--- config.mk ---
export PLATFORM = sky130hd
export DESIGN_NAME = bitstream_loader_flat
export DESIGN_NICKNAME = d
export VERILOG_FILES = /design/src/rtl/bitstream_loader_if.sv /design/src/rtl/bitstream_loader.sv /design/src/flat_wrapper.sv
export SDC_FILE = /design/constraint.sdc
export NUM_CORES = 1
export LEC_CHECK = 0
export BUFFER_PORTS_ARGS = -buffer_cell sky130_fd_sc_hd__buf_2
export CAP_MARGIN = 20
export CORE_MARGIN = 5
export CORE_UTILIZATION = 50
export CTS_CLUSTER_DIAMETER = 40
export DETAILED_ROUTE_END_ITERATION = 10
export PLACE_DENSITY_LB_ADDON = 0.08
export SYNTH_ARGS = -nofsm -noshare
export SYNTH_HDL_FRONTEND = slang
export SYNTH_SLANG_ARGS = --single-unit
export TNS_END_PERCENT = 30
--- constraint.sdc ---
create_clock -name clk -period 3.1 [get_ports clk]
set_clock_uncertainty 0.2 [all_clocks]
set_input_delay 0.465 -clock clk [delete_from_list [all_inputs] [get_ports clk]]
set_output_delay 0.465 -clock clk [all_outputs]
set_load 0.02 [all_outputs]
--- src/rtl/bitstream_loader_if.sv ---
// AXI-stream style bitstream link between the loader and the fabric config port.
interface axi_stream_if #(
    parameter int DATA_WIDTH = 8
) ();
    logic                  tvalid;
    logic                  tready;
    logic                  tlast;
    logic [DATA_WIDTH-1:0] tdata;

    modport master (output tvalid, output tdata, output tlast, input tready);
    modport slave  (input tvalid, input tdata, input tlast, output tready);
endinterface

--- src/rtl/bitstream_loader.sv ---
// Packs host nibbles into bitstream words, buffers them in a small FIFO and
// streams them to the fabric, framing every WORDS_PER_FRAME words with tlast.
module bitstream_loader #(
    parameter int BITSTREAM_DATA_WIDTH = 8,
    parameter int IN_WIDTH             = 4,
    parameter int WORDS_PER_FRAME      = 2,
    parameter int FRAME_COUNT          = 36,
    parameter int FIFO_DEPTH           = 4
) (
    input  logic                               clk,
    input  logic                               rst_n,
    input  logic                               start,
    input  logic                               host_valid,
    input  logic [IN_WIDTH-1:0]                host_data,
    output logic                               host_ready,
    output logic                               cfg,
    axi_stream_if.master                       cfg_bitstream,
    input  logic                               fabric_cfg_ready,
    output logic                               busy,
    output logic                               done,
    output logic [$clog2(FRAME_COUNT+1)-1:0]   frames_sent
);
    localparam int BDW   = BITSTREAM_DATA_WIDTH;
    localparam int NIBS  = BDW / IN_WIDTH;
    localparam int TOTAL = FRAME_COUNT * WORDS_PER_FRAME;
    localparam int NB_W  = $clog2(NIBS + 1);
    localparam int WF_W  = $clog2(WORDS_PER_FRAME + 1);
    localparam int WP_W  = $clog2(TOTAL + 1);
    localparam int PTR_W = (FIFO_DEPTH > 1) ? $clog2(FIFO_DEPTH) : 1;
    localparam int CNT_W = $clog2(FIFO_DEPTH + 1);
    localparam int FS_W  = $clog2(FRAME_COUNT + 1);

    typedef enum logic [2:0] {IDLE, KICK, STREAM, DRAIN, DONE} state_t;

    state_t             state, state_next;
    logic [NB_W-1:0]    nib_cnt;
    logic [WF_W-1:0]    word_in_frame;
    logic [WP_W-1:0]    words_packed;
    logic [BDW-1:0]     pack_reg, word_next;
    logic [BDW-1:0]     mem_data [FIFO_DEPTH];
    logic               mem_last [FIFO_DEPTH];
    logic [PTR_W-1:0]   wr_ptr, rd_ptr;
    logic [CNT_W-1:0]   fifo_count;
    logic               tvalid, accept, push, pop, frame_end, kick_entry;

    always_ff @(posedge clk) begin
        if (!rst_n) state <= IDLE;
        else        state <= state_next;
    end

    always_comb begin
        state_next = state;
        case (state)
            IDLE:    if (start) state_next = KICK;
            KICK:    state_next = STREAM;
            STREAM:  if (words_packed == WP_W'(TOTAL) && fifo_count == '0) state_next = DRAIN;
            DRAIN:   if (fabric_cfg_ready) state_next = DONE;
            DONE:    state_next = IDLE;
            default: state_next = IDLE;
        endcase
    end

    always_comb begin
        cfg        = (state == KICK);
        busy       = (state == KICK) || (state == STREAM) || (state == DRAIN);
        host_ready = (state == STREAM) && (words_packed < WP_W'(TOTAL))
                     && (fifo_count < CNT_W'(FIFO_DEPTH));
        tvalid     = ((state == STREAM) || (state == DRAIN)) && (fifo_count != '0);
    end

    // Gating with tvalid keeps the bus at zero while idle or after reset.
    assign cfg_bitstream.tvalid = tvalid;
    assign cfg_bitstream.tdata  = tvalid ? mem_data[rd_ptr] : '0;
    assign cfg_bitstream.tlast  = tvalid ? mem_last[rd_ptr] : 1'b0;

    assign kick_entry = (state == IDLE) && start;
    assign accept     = host_valid && host_ready;
    assign word_next  = (pack_reg << IN_WIDTH) | BDW'(host_data);
    assign push       = accept && (nib_cnt == NB_W'(NIBS - 1));
    assign pop        = tvalid && cfg_bitstream.tready;
    assign frame_end  = (word_in_frame == WF_W'(WORDS_PER_FRAME - 1));

    always_ff @(posedge clk) begin
        if (push) begin
            mem_data[wr_ptr] <= word_next;
            mem_last[wr_ptr] <= frame_end;
        end
    end

    always_ff @(posedge clk) begin
        if (!rst_n || kick_entry) begin
            nib_cnt       <= '0;
            word_in_frame <= '0;
            words_packed  <= '0;
            pack_reg      <= '0;
            wr_ptr        <= '0;
            rd_ptr        <= '0;
            fifo_count    <= '0;
            frames_sent   <= '0;
            done          <= 1'b0;
        end else begin
            if (push) begin
                pack_reg      <= '0;
                nib_cnt       <= '0;
                words_packed  <= words_packed + 1'b1;
                word_in_frame <= frame_end ? '0 : word_in_frame + 1'b1;
                wr_ptr        <= (wr_ptr == PTR_W'(FIFO_DEPTH - 1)) ? '0 : wr_ptr + 1'b1;
            end else if (accept) begin
                pack_reg <= word_next;
                nib_cnt  <= nib_cnt + 1'b1;
            end
            if (pop) begin
                rd_ptr <= (rd_ptr == PTR_W'(FIFO_DEPTH - 1)) ? '0 : rd_ptr + 1'b1;
                if (mem_last[rd_ptr] && frames_sent < FS_W'(FRAME_COUNT))
                    frames_sent <= frames_sent + 1'b1;
            end
            case ({push, pop})
                2'b10:   fifo_count <= fifo_count + 1'b1;
                2'b01:   fifo_count <= fifo_count - 1'b1;
                default: fifo_count <= fifo_count;
            endcase
            if (state == DRAIN && fabric_cfg_ready) done <= 1'b1;
        end
    end
endmodule

--- src/flat_wrapper.sv ---
// flat-port wrapper written by rule: the top's interface ports become plain ports
module bitstream_loader_flat 
#(
    parameter int BITSTREAM_DATA_WIDTH = 8,
    parameter int IN_WIDTH             = 4,
    parameter int WORDS_PER_FRAME      = 2,
    parameter int FRAME_COUNT          = 36,
    parameter int FIFO_DEPTH           = 4
)
  (clk, rst_n, start, host_valid, host_data, host_ready, cfg, fabric_cfg_ready, busy, done, frames_sent, cfg_bitstream_tvalid, cfg_bitstream_tdata, cfg_bitstream_tlast, cfg_bitstream_tready);
  axi_stream_if #(.DATA_WIDTH(8)) cfg_bitstream_i ();
  input  logic clk;
  input  logic rst_n;
  input  logic start;
  input  logic host_valid;
  input  logic [IN_WIDTH-1:0] host_data;
  output logic host_ready;
  output logic cfg;
  input  logic fabric_cfg_ready;
  output logic busy;
  output logic done;
  output logic [$clog2(FRAME_COUNT+1)-1:0] frames_sent;
  output wire logic [$bits(cfg_bitstream_i.tvalid)-1:0] cfg_bitstream_tvalid;
  output wire logic [$bits(cfg_bitstream_i.tdata)-1:0] cfg_bitstream_tdata;
  output wire logic [$bits(cfg_bitstream_i.tlast)-1:0] cfg_bitstream_tlast;
  input wire logic [$bits(cfg_bitstream_i.tready)-1:0] cfg_bitstream_tready;
  assign cfg_bitstream_tvalid = cfg_bitstream_i.tvalid;
  assign cfg_bitstream_tdata = cfg_bitstream_i.tdata;
  assign cfg_bitstream_tlast = cfg_bitstream_i.tlast;
  assign cfg_bitstream_i.tready = cfg_bitstream_tready;
  bitstream_loader #(.BITSTREAM_DATA_WIDTH(BITSTREAM_DATA_WIDTH), .IN_WIDTH(IN_WIDTH), .WORDS_PER_FRAME(WORDS_PER_FRAME), .FRAME_COUNT(FRAME_COUNT), .FIFO_DEPTH(FIFO_DEPTH)) u_core (.clk(clk), .rst_n(rst_n), .start(start), .host_valid(host_valid), .host_data(host_data), .host_ready(host_ready), .cfg(cfg), .cfg_bitstream(cfg_bitstream_i), .fabric_cfg_ready(fabric_cfg_ready), .busy(busy), .done(done), .frames_sent(frames_sent));
endmodule
==> metrics <==
pin count of the biggest net entering global routing=17; # diodes=0; Slew HR=66.5%; antenna violations before repair=0; nets=299; WP data arrival=1.94 ns; leakage=1.30 nW; Synth area leaders=edfxtp_1 36%, dfxtp_1 23%, mux4_2 6.7%, ha_1 4.2%, a21oi_1 2.7%; first-pass GRT wire length=9040 um; GR Overflow Total=0; GRT Overall Usage=15.9%; Starting DRT DRC Count=91; status=completed; RSZ-0062 raised after global routing=false; Yosys reg bits=70; clk slew on worst S/H paths=0.07 ns; Final Cycle Share=84.0%; Max IR drop VDD=0.281 mV; vias per cell=5.25; Critical Path RT=2.43 ns; crit path capture type=primary output; sequential share of the synthesized area=58.6%; CTS buffer count=9; Fill cells=502; Initial Utilization=51.1%; vias in the first global route=1814; Tmin final=2.60 ns; syn nets=266; Antenna Nets Post-Route=0; Clock Tree Buf Depth=2; CTS tree=yes; kind of critical path=flop to primary output; post-CTS setup buffer count=0; Yosys top cell area share=35.9%; maximum clock frequency=384 MHz; die area=7670 um^2; share of layout cells above drive strength 1=21.6%; number of flops mapped to enable cells by yosys=36; number of flip-flops in the largest register=32; CTS Sinks=70; number of buffer cells added on primary ports=29; Largest stage delay, worst path=0.51 ns; DR vias=1880; CP cell instances=buf_4, mux4_2, and3_1, buf_2; Setup Total Neg Slack=0 ns; gpl congestion=0.741; CTS Root Cell=clkbuf_8; Startpoint Class=flop; die width=87.6 um; clock latency on the worst-skew pair=0.33 ns; DRC=0; Site Rows=28; PostCTS Resize Cnt=0; Die H=87.6 um; WL final=5380 um; Gate Count Post-Synth=245; Layout area overhead=13.5%; total power draw=1.76 mW; Hold Fails Final Rpt=0; post-detailed-route wirelength per cell=15.0 um; crit path max fanout=5; leading area contributor after synthesis=edfxtp_1; Max-Cap Viols=0; Top reg by flops=u_core.mem_data; actual slew at the worst max-slew pin=0.501 ns; H-tree depth=3; final setup vio count=0; count of hold buffers inserted by post-cts repair=0; core region area=5890 um^2; Slew Viols, Final=0; Cell Area, Synth=3010 um^2; Syn Area/Cell=12.3 um^2; Unique masters post-synth=46; PwrDens=515 nW/um^2; slowest stage cell, crit path=dfxtp_1; Ys Warns=0; asr flop ratio synth=0%; TritonRoute pass-1 iters=4; worst hold path type=input pin to flop; most frequent cells in the layout=36 x edfxtp_1, 34 x dfxtp_1, 29 x buf_2; DP Wirelength=3800 um; Largest regs=u_core.mem_data x32, u_core.words_packed x7, u_core.frames_sent x6; Post-synth top flop=edfxtp_1; most common cell after layout, fill and taps aside=edfxtp_1; I/O pin count=30
path summary, 6_finish.rpt:
check	from	to	slack (ns)	cells after the start
worst max-delay path	flop	cfg_bitstream_tdata[4]	0.50	4
worst min-delay path	fabric_cfg_ready	u_core.state[1]$_SDFFE_PN0P_	0.15	2
worst max register to register	u_core.state[1]$_SDFFE_PN0P_	u_core.fifo_count[2]$_SDFFE_PP0P_	0.52	9
worst min register to register	u_core.word_in_frame[1]$_SDFFE_PP0P_	u_core.word_in_frame[1]$_SDFFE_PP0P_	0.23	2
cell families after synthesis:
family	synth area share, %
compound gates	5.66
xor+xnor	2.33
fa+ha+maj	4.83
buf+inv	3.58
flops	58.6
mux	7.74
simple gates	17.3
layer usage:
metal	share of wire [%]	global-route usage, %	up-vias
li1	-	-	962
met1	49	21.9	878
met2	46	24.2	30
met3	3.8	2.92	10
met4	2.0	8.37	0
met5	0	0	-
worst max-delay path: cells and delay by family (launching register included):
family / cells / cell delay, ns
buffers and inverters: 2 / 0.39
DFF: 1 / 0.51
muxes: 1 / 0.51
and+or+nand+nor: 1 / 0.19
report_power, final:
group	internal [mW]	total [mW]	leakage, nW	switching, mW
Combinational	0.0276	0.0767	0.577	0.0492
Clock	0.390	0.698	0.0940	0.308
Sequential	0.974	0.984	0.627	0.00966
Total	1.39	1.76	1.30	0.367
cells in the mapped netlist, types with 2 or more instances:
cell type,instances
mux2i_1,3
dfxtp_1,34
mux4_2,9
clkbuf_1,5
nand2_1,17
nand2b_1,2
xnor2_1,3
nor2b_1,5
edfxtp_1,36
buf_2,4
ha_1,10
nor2_1,18
and2_1,5
inv_1,11
o21ai_0,4
or3_1,8
nor3_1,2
a21oi_1,16
and3_1,10
xor2_1,5
or3b_1,4
o31ai_1,2
nand3_1,6
nand4_1,4
area by class of cell:
class / count / area, um^2 / share of cell area (%)
Clock buffer: 12 / 145 / 4.25
Clock inverter: 4 / 46.3 / 1.36
Inverter: 12 / 45.0 / 1.32
Multi-Input combinational cell: 151 / 1140 / 33.4
Sequential cell: 70 / 1760 / 51.6
Tap cell: 75 / 93.8 / 2.75
Timing Repair Buffer: 34 / 183 / 5.35
stage by stage:
step / instances / area [um^2] / hold slack [ns] / util (%) / setup WS, ns
final: 358 / 3410 / 0.149 / 58.0 / 0.497
after global routing: 358 / 3410 / 0.141 / 58.0 / 0.342
after CTS: 358 / 3410 / 0.136 / 58.0 / 0.438
after detailed placement: 342 / 3220 / 0.223 / 54.7 / 0.534
after global placement: 342 / 3220 / 0.224 / 54.7 / 0.581
after floorplan: 245 / 3010 / 0.212 / - / 0.692
Power figures use the tool's default switching activity.
